--- src/rtl/cache_controller.sv ---
`default_nettype none
// ============================================================================
// Module   : cache_controller
// Brief    : Control sequencer in front of a 4-way set-associative tag array.
//            It handles lookup, line fill, write-through and round-robin victim
//            selection.
// Revision : 1.0 - initial release
// ============================================================================
module cache_controller #(
    parameter int ADDR_WIDTH    = 32,
    parameter int TAG_BITS      = 19,
    parameter int INDEX_BITS    = 7,
    parameter int OFFSET_BITS   = 6,
    parameter int ASSOCIATIVITY = 4
) (
    input  logic                             clk,
    input  logic                             rst,
    input  logic                             cpu_req,
    input  logic                             cpu_we,
    input  logic [ADDR_WIDTH-1:0]            cpu_addr,
    output logic                             cpu_ready,
    output logic                             cpu_hit,
    output logic [INDEX_BITS-1:0]            ta_set_index,
    output logic [TAG_BITS-1:0]              ta_tag,
    output logic                             ta_read,
    output logic                             ta_write_enable,
    output logic [$clog2(ASSOCIATIVITY)-1:0] ta_update_way,
    input  logic                             ta_hit,
    input  logic [$clog2(ASSOCIATIVITY)-1:0] ta_way,
    output logic                             mem_req,
    output logic                             mem_we,
    output logic [ADDR_WIDTH-1:0]            mem_addr,
    input  logic                             mem_ready
);

    localparam int c_WAY_BITS = $clog2(ASSOCIATIVITY);
    localparam int c_SETS     = 1 << INDEX_BITS;

    typedef enum logic [2:0] {
        ST_IDLE      = 3'd0,
        ST_LOOKUP    = 3'd1,
        ST_FILL      = 3'd2,
        ST_UPDATE    = 3'd3,
        ST_WRITE_MEM = 3'd4,
        ST_DONE      = 3'd5
    } state_t;

    state_t                  r_state;
    state_t                  w_state_next;
    logic [ADDR_WIDTH-1:0]   r_req_addr;
    logic                    r_req_we;
    logic                    r_hit;
    logic [c_WAY_BITS-1:0]   r_rr_ptr [c_SETS];
    logic [INDEX_BITS-1:0]   w_index;
    logic [TAG_BITS-1:0]     w_tag;
    logic                    w_unused_way;

    assign w_index      = r_req_addr[OFFSET_BITS +: INDEX_BITS];
    assign w_tag        = r_req_addr[OFFSET_BITS+INDEX_BITS +: TAG_BITS];
    // The hitting way matters only to the data-array stage.
    assign w_unused_way = ^ta_way;

    always_ff @(posedge clk or posedge rst) begin
        if (rst) begin
            r_state    <= ST_IDLE;
            r_req_addr <= '0;
            r_req_we   <= 1'b0;
            r_hit      <= 1'b0;
        end else begin
            r_state <= w_state_next;
            if (r_state == ST_IDLE && cpu_req) begin
                r_req_addr <= cpu_addr;
                r_req_we   <= cpu_we;
            end
            if (r_state == ST_LOOKUP) begin
                r_hit <= ta_hit;
            end
        end
    end

    // Victim pointer advances only on an actual install; the width wraps 3 -> 0.
    always_ff @(posedge clk or posedge rst) begin
        if (rst) begin
            for (int i = 0; i < c_SETS; i++) begin
                r_rr_ptr[i] <= '0;
            end
        end else if (r_state == ST_UPDATE) begin
            r_rr_ptr[w_index] <= r_rr_ptr[w_index] + 1'b1;
        end
    end

    always_comb begin
        w_state_next    = r_state;
        cpu_ready       = 1'b0;
        cpu_hit         = 1'b0;
        ta_read         = 1'b0;
        ta_write_enable = 1'b0;
        ta_update_way   = '0;
        ta_set_index    = '0;
        ta_tag          = '0;
        mem_req         = 1'b0;
        mem_we          = 1'b0;
        mem_addr        = '0;

        if (r_state != ST_IDLE) begin
            ta_set_index = w_index;
            ta_tag       = w_tag;
        end

        case (r_state)
            ST_IDLE: begin
                if (cpu_req) begin
                    w_state_next = ST_LOOKUP;
                end
            end
            ST_LOOKUP: begin
                ta_read = 1'b1;
                if (r_req_we) begin
                    w_state_next = ST_WRITE_MEM;
                end else if (ta_hit) begin
                    w_state_next = ST_DONE;
                end else begin
                    w_state_next = ST_FILL;
                end
            end
            ST_FILL: begin
                mem_req  = 1'b1;
                mem_addr = {r_req_addr[ADDR_WIDTH-1:OFFSET_BITS], {OFFSET_BITS{1'b0}}};
                if (mem_ready) begin
                    w_state_next = ST_UPDATE;
                end
            end
            ST_UPDATE: begin
                ta_write_enable = 1'b1;
                ta_update_way   = r_rr_ptr[w_index];
                w_state_next    = ST_DONE;
            end
            ST_WRITE_MEM: begin
                mem_req  = 1'b1;
                mem_we   = 1'b1;
                mem_addr = r_req_addr;
                if (mem_ready) begin
                    w_state_next = ST_DONE;
                end
            end
            ST_DONE: begin
                cpu_ready    = 1'b1;
                cpu_hit      = r_hit;
                w_state_next = ST_IDLE;
            end
            default: begin
                w_state_next = ST_IDLE;
            end
        endcase
    end

endmodule
`default_nettype wire

--- config.mk ---
export PLATFORM = sky130hd
export DESIGN_NAME = cache_controller
export DESIGN_NICKNAME = d
export VERILOG_FILES = /design/src/rtl/cache_controller.sv
export SDC_FILE = /design/constraint.sdc
export NUM_CORES = 1
export LEC_CHECK = 0
export BUFFER_PORTS_ARGS = -buffer_cell sky130_fd_sc_hd__buf_4
export CAP_MARGIN = 10
export CORE_MARGIN = 4
export CORE_UTILIZATION = 41
export DETAILED_ROUTE_END_ITERATION = 16
export GPL_ROUTABILITY_DRIVEN = 0
export PLACE_DENSITY = 0.69
export SYNTH_ARGS = -nofsm -noshare
export SYNTH_HDL_FRONTEND = slang
export SYNTH_SLANG_ARGS = --single-unit
--- constraint.sdc ---
create_clock -name clk -period 27.9 [get_ports clk]
set_input_delay 5.58 -clock clk [delete_from_list [all_inputs] [get_ports clk]]
set_output_delay 5.58 -clock clk [all_outputs]
set_load 0.01 [all_outputs]
==> impl.org, run 1 <==
** Status
- Outcome :: completed

** STA
- RSZ-0062 raised after global routing :: false
- Tmin final :: 10.38 ns
- The hold violation count in the final report came to 0.
- Accumulated negative setup slack :: 0 ns
- Setup violation total in the final timing report :: 0
- Measured against its own limit, the worst slew margin works out to 0.168.
- Across the routed clock network, the largest skew measured is 0.0178 ns.
- Dividing the final minimum period by the clock period gives 0.372.
- Maximum achievable frequency :: 96.3 MHz
- For the pin with the worst max-slew slack, the measured transition is 1.24 ns.
- Final Max Tran Viols :: 0

** Placed design
- Detailed placement ended at an HPWL of 25.0 mm.
- Instance area at placement :: 0.0154 mm²
- Port Buf Inserts :: 103
- Number of cells in the design after placement :: 1761

** Clocking
- Clock latency on the worst-skew pair, taken at its later pin, is 0.57 ns.
- In this run the clock root is driven by a clkbuf_16.
- The number of clock buffers added by TritonCTS is 31.
- Depth of the CTS H-tree :: 1
- The clock passes through at most 3 buffers.
- In this run, post-CTS repair resized a total of 0 instances.
- CTS Hold Bufs :: 0
- Setup Buffers After CTS :: 0
- CTS tree :: yes
- The tree built by TritonCTS fans out to 293 sinks.
- Clock slew at reported path FFs :: 0.06 ns

** Cells and area
- Share of final-layout standard cells stronger than drive strength 1 :: 0.321
- Diodes inserted :: 0
- Measured on the finished design, the core utilization comes to 0.485.
- With fillers left out, the area of the finished cells amounts to 0.0164 mm².
- Nets :: 1387
- Compared with the post-synthesis result, the final layout area differs by 15.5%.
- For this run, the number of standard cells in the final layout without fillers is 1818.

** Worst hold path
- The worst hold path passes through 2 cells.
- Min-delay src :: r_rr_ptr[205]
- Worst min-delay path category :: reg2reg

** Die
- Die Span Y :: 194 µm
- The floorplan step defined a die boundary enclosing 0.0377 mm².
- Initial standard-cell utilization of the core :: 0.420
- Placement row count :: 67
- In this run the count of I/O pins placed on the die edge is 106.
- After floorplanning, the core was sized to cover 0.0339 mm².
- Measured along the x axis, the die boundary spans 194 µm.

** Route
- In the routed design, unresolved DRC markers number 0.
- Wire per inst :: 22.4 µm
- Using the TritonRoute via totals, the vias-per-cell ratio works out to 5.88.
- Detailed-route via count :: 10700
- After the first detailed-routing iteration, the DRC count stood at 1039.
- Post-DRT Antenna Nets :: 0
- The first TritonRoute pass finished after 8 iterations.
- The routed design has 40.6 mm of wire.

** Pwr
- In this run the power density over the cells is 109 mW/mm².
- Switch share :: 0.458
- The worst-case IR drop observed on VDD is 0.217 mV.
- Static leakage :: 7.49 nW
- Total power draw :: 0.00180 W
- In this run the power spent charging and discharging nets is 0.000823 W.
- The share of total power dissipated in combinational logic is 0.471.
- Of the total power, the clock network draws 0.232.
- Cell internal power was estimated by the tool at 0.000975 W.
- The share of total power dissipated in sequential elements is 0.298.

** Logic synthesis
- Counting flops with a built-in enable in the synthesized netlist gives 0.
- The cell area that synthesis handed to floorplanning was 0.0142 mm².
- Library cells used by synthesis :: 60
- Portion of the post-synthesis area used by sequential elements :: 0.516
- After synthesis, the share of flip-flops with an asynchronous set or reset is 1.00.
- Top area cells in the synthesized netlist :: dfrtp_1 (52%), mux2_2 (19%), nand2_1 (4.4%)
- Largest area contributor in the netlist :: dfrtp_1
- Most used flip-flop cell after synthesis :: dfrtp_1
- In the synthesized netlist, the cells that appear most often are dfrtp_1 (293), mux2_2 (237), nand2_1 (168), nor2_1 (99), o21ai_0 (77).
- Counting every instance in the synthesized netlist gives 1279.
- Post-synthesis net count :: 1319
- Average cell area after synthesis :: 11.1 µm²
- Library cell with the highest instance count after synthesis :: dfrtp_1
- For this run, the number of Yosys warnings is 0.
- The share of synthesized area in the top cell type comes to 0.516.
- Synthesis inferred 293 register bits.

** Flow run
- Across the run, the number of max-cap violations was 0.

** Global route
- Grt total ovfl :: 0
- Number of global-route vias before repair :: 10900
- Global-route wire length before repair :: 63.5 mm
- GR Util All Layers :: 0.210
- The initial antenna violation count came to 0.
- Maximum number of pins on one net before global-route repair :: 102

** Setup path
- The critical path contains buffers and inverters numbering 3 combined.
- On the worst path, the slowest cell contributes a delay of 0.76 ns.
- The number of cells on the worst reg-to-reg path is 11.
- The worst setup path is captured at an output pin.
- Cells traversed along the worst timing path :: buf_4, nor2b_1, buf_4, a221o_1, a221o_1, nand3_1, a41oi_1, a2111oi_4, nor2_1, buf_4
- Highest-delay cell along the critical path :: dfrtp_4
- Critical path class :: reg2out
- Maximum fanout along the worst path :: 55
- STA puts the critical path data arrival time at 4.80 ns.
- In this run the worst setup path begins at r_req_addr[7].
- The worst setup path is launched from a flip-flop.
- FF-to-FF Start :: r_req_addr[7]
- The cell that appears most often on the critical path is buf_4.
- Logic depth of the worst setup path including buffers :: 10
- Crit path required time :: 22.32 ns
- Grouping stages by cell kind, the critical path spends the most delay in compound AO/OA/AOI/OAI gates.
==> sequential cells by signal, indices dropped and copies added, names as in the netlist <==
name and flops:
r_hit 1, r_rr_ptr 256, r_req_addr 32, r_state 3, r_req_we 1
==> worst register-to-register path, delay by kind of cell (launching register included) <==
family | cells | cell delay [ns]
flip-flops | 1 | 0.76
XOR/XNOR | 1 | 0.18
AO/OA/AOI/OAI | 5 | 2.00
buffers and inverters | 3 | 1.65
AND/OR/NAND/NOR | 2 | 0.46
==> cells by family (layout without fill, tap and decap cells) <==
kind of cell,after synthesis,after routing,synth area share
buf+inv,102,193,0.0311
mux,273,273,0.224
compound gates,209,209,0.100
simple gates,399,399,0.126
xor+xnor,3,3,0.00291
flops,293,293,0.516
==> final cells by class <==
| type | count | area [µm²] |
|---|---|---|
| flip-flops and latches | 293 | 7340 |
| multi-input cells | 884 | 6500 |
| well taps | 448 | 561 |
| clock buffers | 48 | 930 |
| inverters | 10 | 45.0 |
| repair buffers | 127 | 951 |
| fillers | 3111 | 17400 |
| clock inverters | 8 | 96.3 |
==> through the flow <==
| step | hold slack (ns) | worst slack, ns |
|---|---|---|
| 3_5_place_dp | 0.467 | 18.15 |
| 6_report | 0.476 | 17.52 |
| 5_1_grt | 0.494 | 17.39 |
| 2_1_floorplan | 0.442 | 14.23 |
| 4_1_cts | 0.480 | 17.54 |
| 3_3_place_gp | 0.461 | 18.14 |
==> path summary, 6_finish.rpt <==
kind / endpoint / slack, ns
setup reg to reg: r_rr_ptr[123] / 22.68
max in group asynchronous: r_rr_ptr[249] / 21.20
hold reg to reg: r_rr_ptr[205] / 0.48
min in group asynchronous: r_rr_ptr[145] / 5.15
hold / removal: r_rr_ptr[205] / 0.48
setup / recovery: ta_update_way[1] / 17.52
==> layout by cell type, fill, tap and decap left out, types with 8 or more instances in the layout <==
cell	synthesis	final
a21oi_1	14	14
a221o_1	9	9
a221oi_1	30	30
a22oi_1	23	23
and2_1	30	31
and3_1	10	10
buf_4	1	126
clkbuf_1	55	8
clkbuf_16	0	31
clkbuf_8	0	9
dfrtp_1	293	290
mux2_2	237	237
mux2i_1	24	24
mux4_2	12	12
nand2_1	168	168
nand3_1	17	17
nor2_1	99	99
nor2b_1	31	30
nor3_1	21	18
o21ai_0	77	77
o21ai_1	9	9
==> metal layers <==
metal | up-vias | global-route usage | share of wire
met4 | 0 | 0.0596 | 0.031
met2 | 448 | 0.338 | 0.47
met3 | 90 | 0.0426 | 0.081
met5 | - | 0 | 0
li1 | 4711 | - | -
met1 | 5449 | 0.290 | 0.42
==> power groups by stage <==
stage          clock, W  sequential, W  combinational [W]
4_1_cts        0.000422       0.000534           0.000832
5_1_grt        0.000438       0.000543           0.000893
3_5_place_dp          0       0.000541           0.000834
6_report       0.000416       0.000535           0.000846
2_1_floorplan         0       0.000509           0.000533
3_3_place_gp          0       0.000539           0.000824
Note: power is estimated with default switching activity, not from simulation.
==> run 2: changes to the inputs <==
==> constraint.sdc (replaced) <==
create_clock -name clk -period 9.9 [get_ports clk]
set_input_delay 1.98 -clock clk [delete_from_list [all_inputs] [get_ports clk]]
set_output_delay 1.98 -clock clk [all_outputs]
set_load 0.01 [all_outputs]
==> run 2 against run 1 <==
Against the previous run:
- sequential power rose to 2.9 times the previous value
- non-clock buffer count decreased by 1
- clock power rose to 2.8 times the previous value
- sequential cell count did not move
- largest power group unchanged
==> impl.org, run 2 (synthesis gave the netlist of run 1 again) <==
** Placed design
- The placed wire-length estimate after detailed placement came to 25.0 mm (about the same).
- The placed standard-cell area came to 0.0154 mm² (about the same).
- The number of I/O port buffers is 103 (unchanged).
- The number of placed cells counting well taps is 1760 (-0.057%).

** Clocking
- Root Buffer :: clkbuf_16
- Number of buffers added by the clock tree synthesis step :: 31 (unchanged)
- The clock tree buffer depth is 3 (unchanged).
- The total of hold buffers inserted after clock tree synthesis came to 0 (unchanged).
- Setup Buffers After CTS :: 0 (unchanged)
- Clock slew at reported path FFs :: 0.06 ns (about the same)
- The clock insertion delay at the later pin of the skew report came to 0.56 ns (about the same).
- The number of gates resized after CTS was 0 (unchanged).
- Clock net sink count :: 293 (unchanged)
- TritonCTS built the clock tree.
- The number of H-tree levels came to 1 (unchanged).

** Pwr
- The internal power of the cells is 0.00274 W (+180%).
- Psw :: 0.00230 W (+180%)
- The sequential fraction of design power was 0.310 (+0.012).
- Peak supply drop :: 0.546 mV (+150%)
- The share of total power in combinational logic was 0.458 (-0.013).
- The share of total power consumed by net switching was 0.456 (-0.00113).
- Static leakage :: 7.50 nW (+0.14%)
- The power per cell area came to 307 mW/mm² (+180%).
- The portion of total power attributed to the clock network came to 0.232 (about the same).

** Cells and area
- Finished layout cell area :: 0.0164 mm² (+0.11%)
- The library cell used most frequently in the layout, excluding fill and tap cells, is dfrtp_1.
- The net count of the finished layout is 1386 (-0.072%).
- The number of inserted filler cells in the final layout is 3054 (-1.8%).
- Commonest non-fill, non-tap cells in the layout :: dfrtp_1 (290), mux2_2 (237), nand2_1 (168), buf_4 (124), nor2_1 (99)
- From synthesis to final layout, the design area changed by 15.6%.
- Largest registers in the final layout :: r_rr_ptr: 256 flops, r_req_addr: 32 flops, r_state: 3 flops
- The number of inserted diodes came to 0 (unchanged).
- r_rr_ptr holds more flip-flops than any other register.
- Finished Layout Cells :: 1819 (+0.055%)
- The number of flip-flops in the largest register is 256 (unchanged).
- The fraction of final layout cells with drive strength greater than 1 was 0.324 (+0.00268).

** STA
- The hold violation count in the final report was 0 (unchanged).
- The normalized max-slew margin was 0.196 (+0.0272).
- Worst Max-Slew Pin Slew :: 1.20 ns (-0.0407 ns)
- Accumulated negative setup slack :: 0 ns (unchanged)
- Tmin final :: 6.62 ns
- Clock Skews :: 0.0144 ns (-0.00346 ns)
- Worst-case hold slack :: 0.479 ns (+0.00288 ns)
- The number of pins with negative max-slew slack in the final report was 0 (unchanged).
- Post-route fraction of the period consumed by the critical path :: 0.669
- RSZ-0062 raised after global routing :: false
- Setup violation total in the final timing report :: 0 (unchanged)
- Timing would allow up to 151 MHz.

** Route
- Drt total wl :: 40.7 mm (about the same)
- The post-detailed-route via-to-cell ratio came to 5.90 (+0.25%).
- The vias after detailed routing is 10700 (+0.31%).
- The number of detailed-routing iterations run before antenna repair is 5 (-3).
- The DRC marker count from the first detailed-route iteration is 1078 (+3.8%).
- Wire per inst :: 22.4 µm (about the same)
- Post-DRT Antenna Nets :: 0 (unchanged)
- DRC :: 0 (unchanged)

** Setup path
- The number of cells traversed by the worst register-to-register path is 10 (-1).
- The maximum fanout along the worst path came to 39 (-29%).
- R2r setup slk :: 4.59 ns (-18.09 ns)
- Timing startpoint of the critical path :: r_req_addr[8]
- The startpoint identified for the worst register-to-register timing path is r_req_addr[8].
- Critical path class :: reg2out
- The worst setup path is captured at an output pin.
- Crit path required time :: 7.92 ns (-14.40 ns)
- CP startpoint kind :: flip-flop
- R2r endpoint :: r_rr_ptr[55]
- Worst Path Arrival :: 4.64 ns (-0.16 ns)

** Die
- The row count was 67 (unchanged).
- The I/O pin count is 106 (unchanged).
- Initial standard-cell utilization of the core :: 0.420 (unchanged)
- Die Span Y :: 194 µm (unchanged)
- Die outline width :: 194 µm (unchanged)
- The placeable core region is 0.0339 mm² (unchanged).
- The total die area came to 0.0377 mm² (unchanged).

** Status
- Outcome :: completed

** Worst hold path
- The instance count along the most critical hold path came to 2 (unchanged).
- End point of the worst hold path :: r_rr_ptr[175]
- In this run the most critical hold path is launched from r_rr_ptr[175].
- Worst min-delay path category :: reg2reg

** Global route
- The via count of the first global-routing pass came to 11100 (+1.7%).
- The pin count of the biggest net entering global routing came to 164 (+61%).
- The remaining global-route overflow is 0 (unchanged).
- The initial antenna violation count is 0 (unchanged).
- The total global routing track utilization is 0.210 (+0.000539).
- Global-route wire length before repair :: 64.0 mm (+0.64%)

** Flow run
- The number of max-cap violations is 0 (unchanged).
run 2: layout make-up:
class	count	area, µm²	area share
timing repair buffer	126	956	0.0582
tap	448	561	0.0341
inverter	10	41.3	0.00251
clock buffer	49	963	0.0586
clock inverter	9	77.6	0.00472
sequential	293	7340	0.446
multi-input combinational	884	6500	0.395
run 2: worst max-delay path by stage:
| stage | to | cells past startpoint |
|---|---|---|
| after floorplan | r_hit | 1 |
| after global placement | ta_update_way[1] | 9 |
| after detailed placement | ta_update_way[1] | 9 |
| after CTS | ta_update_way[1] | 9 |
| after global routing | ta_update_way[1] | 9 |
| final | ta_update_way[1] | 9 |
run 2: stage by stage:
stage                     setup WS [ns]  total power [W]  utilization
after global routing               3.16          0.00528        0.485
after global placement             3.94          0.00383        0.454
after detailed placement           3.90          0.00385        0.454
final                              3.28          0.00504        0.485
after CTS                          3.30          0.00503        0.485
after floorplan                    4.03          0.00294            -
run 2: worst max-delay path: stages (launching register included):
cell and delay [ns]:
dfrtp_2 0.69, buf_4 0.59, nor2b_2 0.91, a22oi_1 0.26, a31oi_1 0.24, a31o_1 0.21
a41oi_1 0.11, a2111oi_4 0.76, nor2_1 0.08, buf_4 0.18
run 2: routing by layer:
| layer | GRT usage | vias up | share of wire |
|---|---|---|---|
| met5 | 0 | - | 0 |
| met1 | 0.287 | 5389 | 0.41 |
| met4 | 0.0615 | 0 | 0.030 |
| met3 | 0.0483 | 101 | 0.092 |
| li1 | - | 4695 | - |
| met2 | 0.338 | 546 | 0.47 |
run 2: power by group through the flow:
stage | Sequential (W) | Clock (W) | Combinational (W)
2_1_floorplan | 0.00144 | 0 | 0.00150
3_3_place_gp | 0.00157 | 0 | 0.00226
3_5_place_dp | 0.00157 | 0 | 0.00228
4_1_cts | 0.00155 | 0.00119 | 0.00228
5_1_grt | 0.00158 | 0.00124 | 0.00245
6_report | 0.00156 | 0.00117 | 0.00231
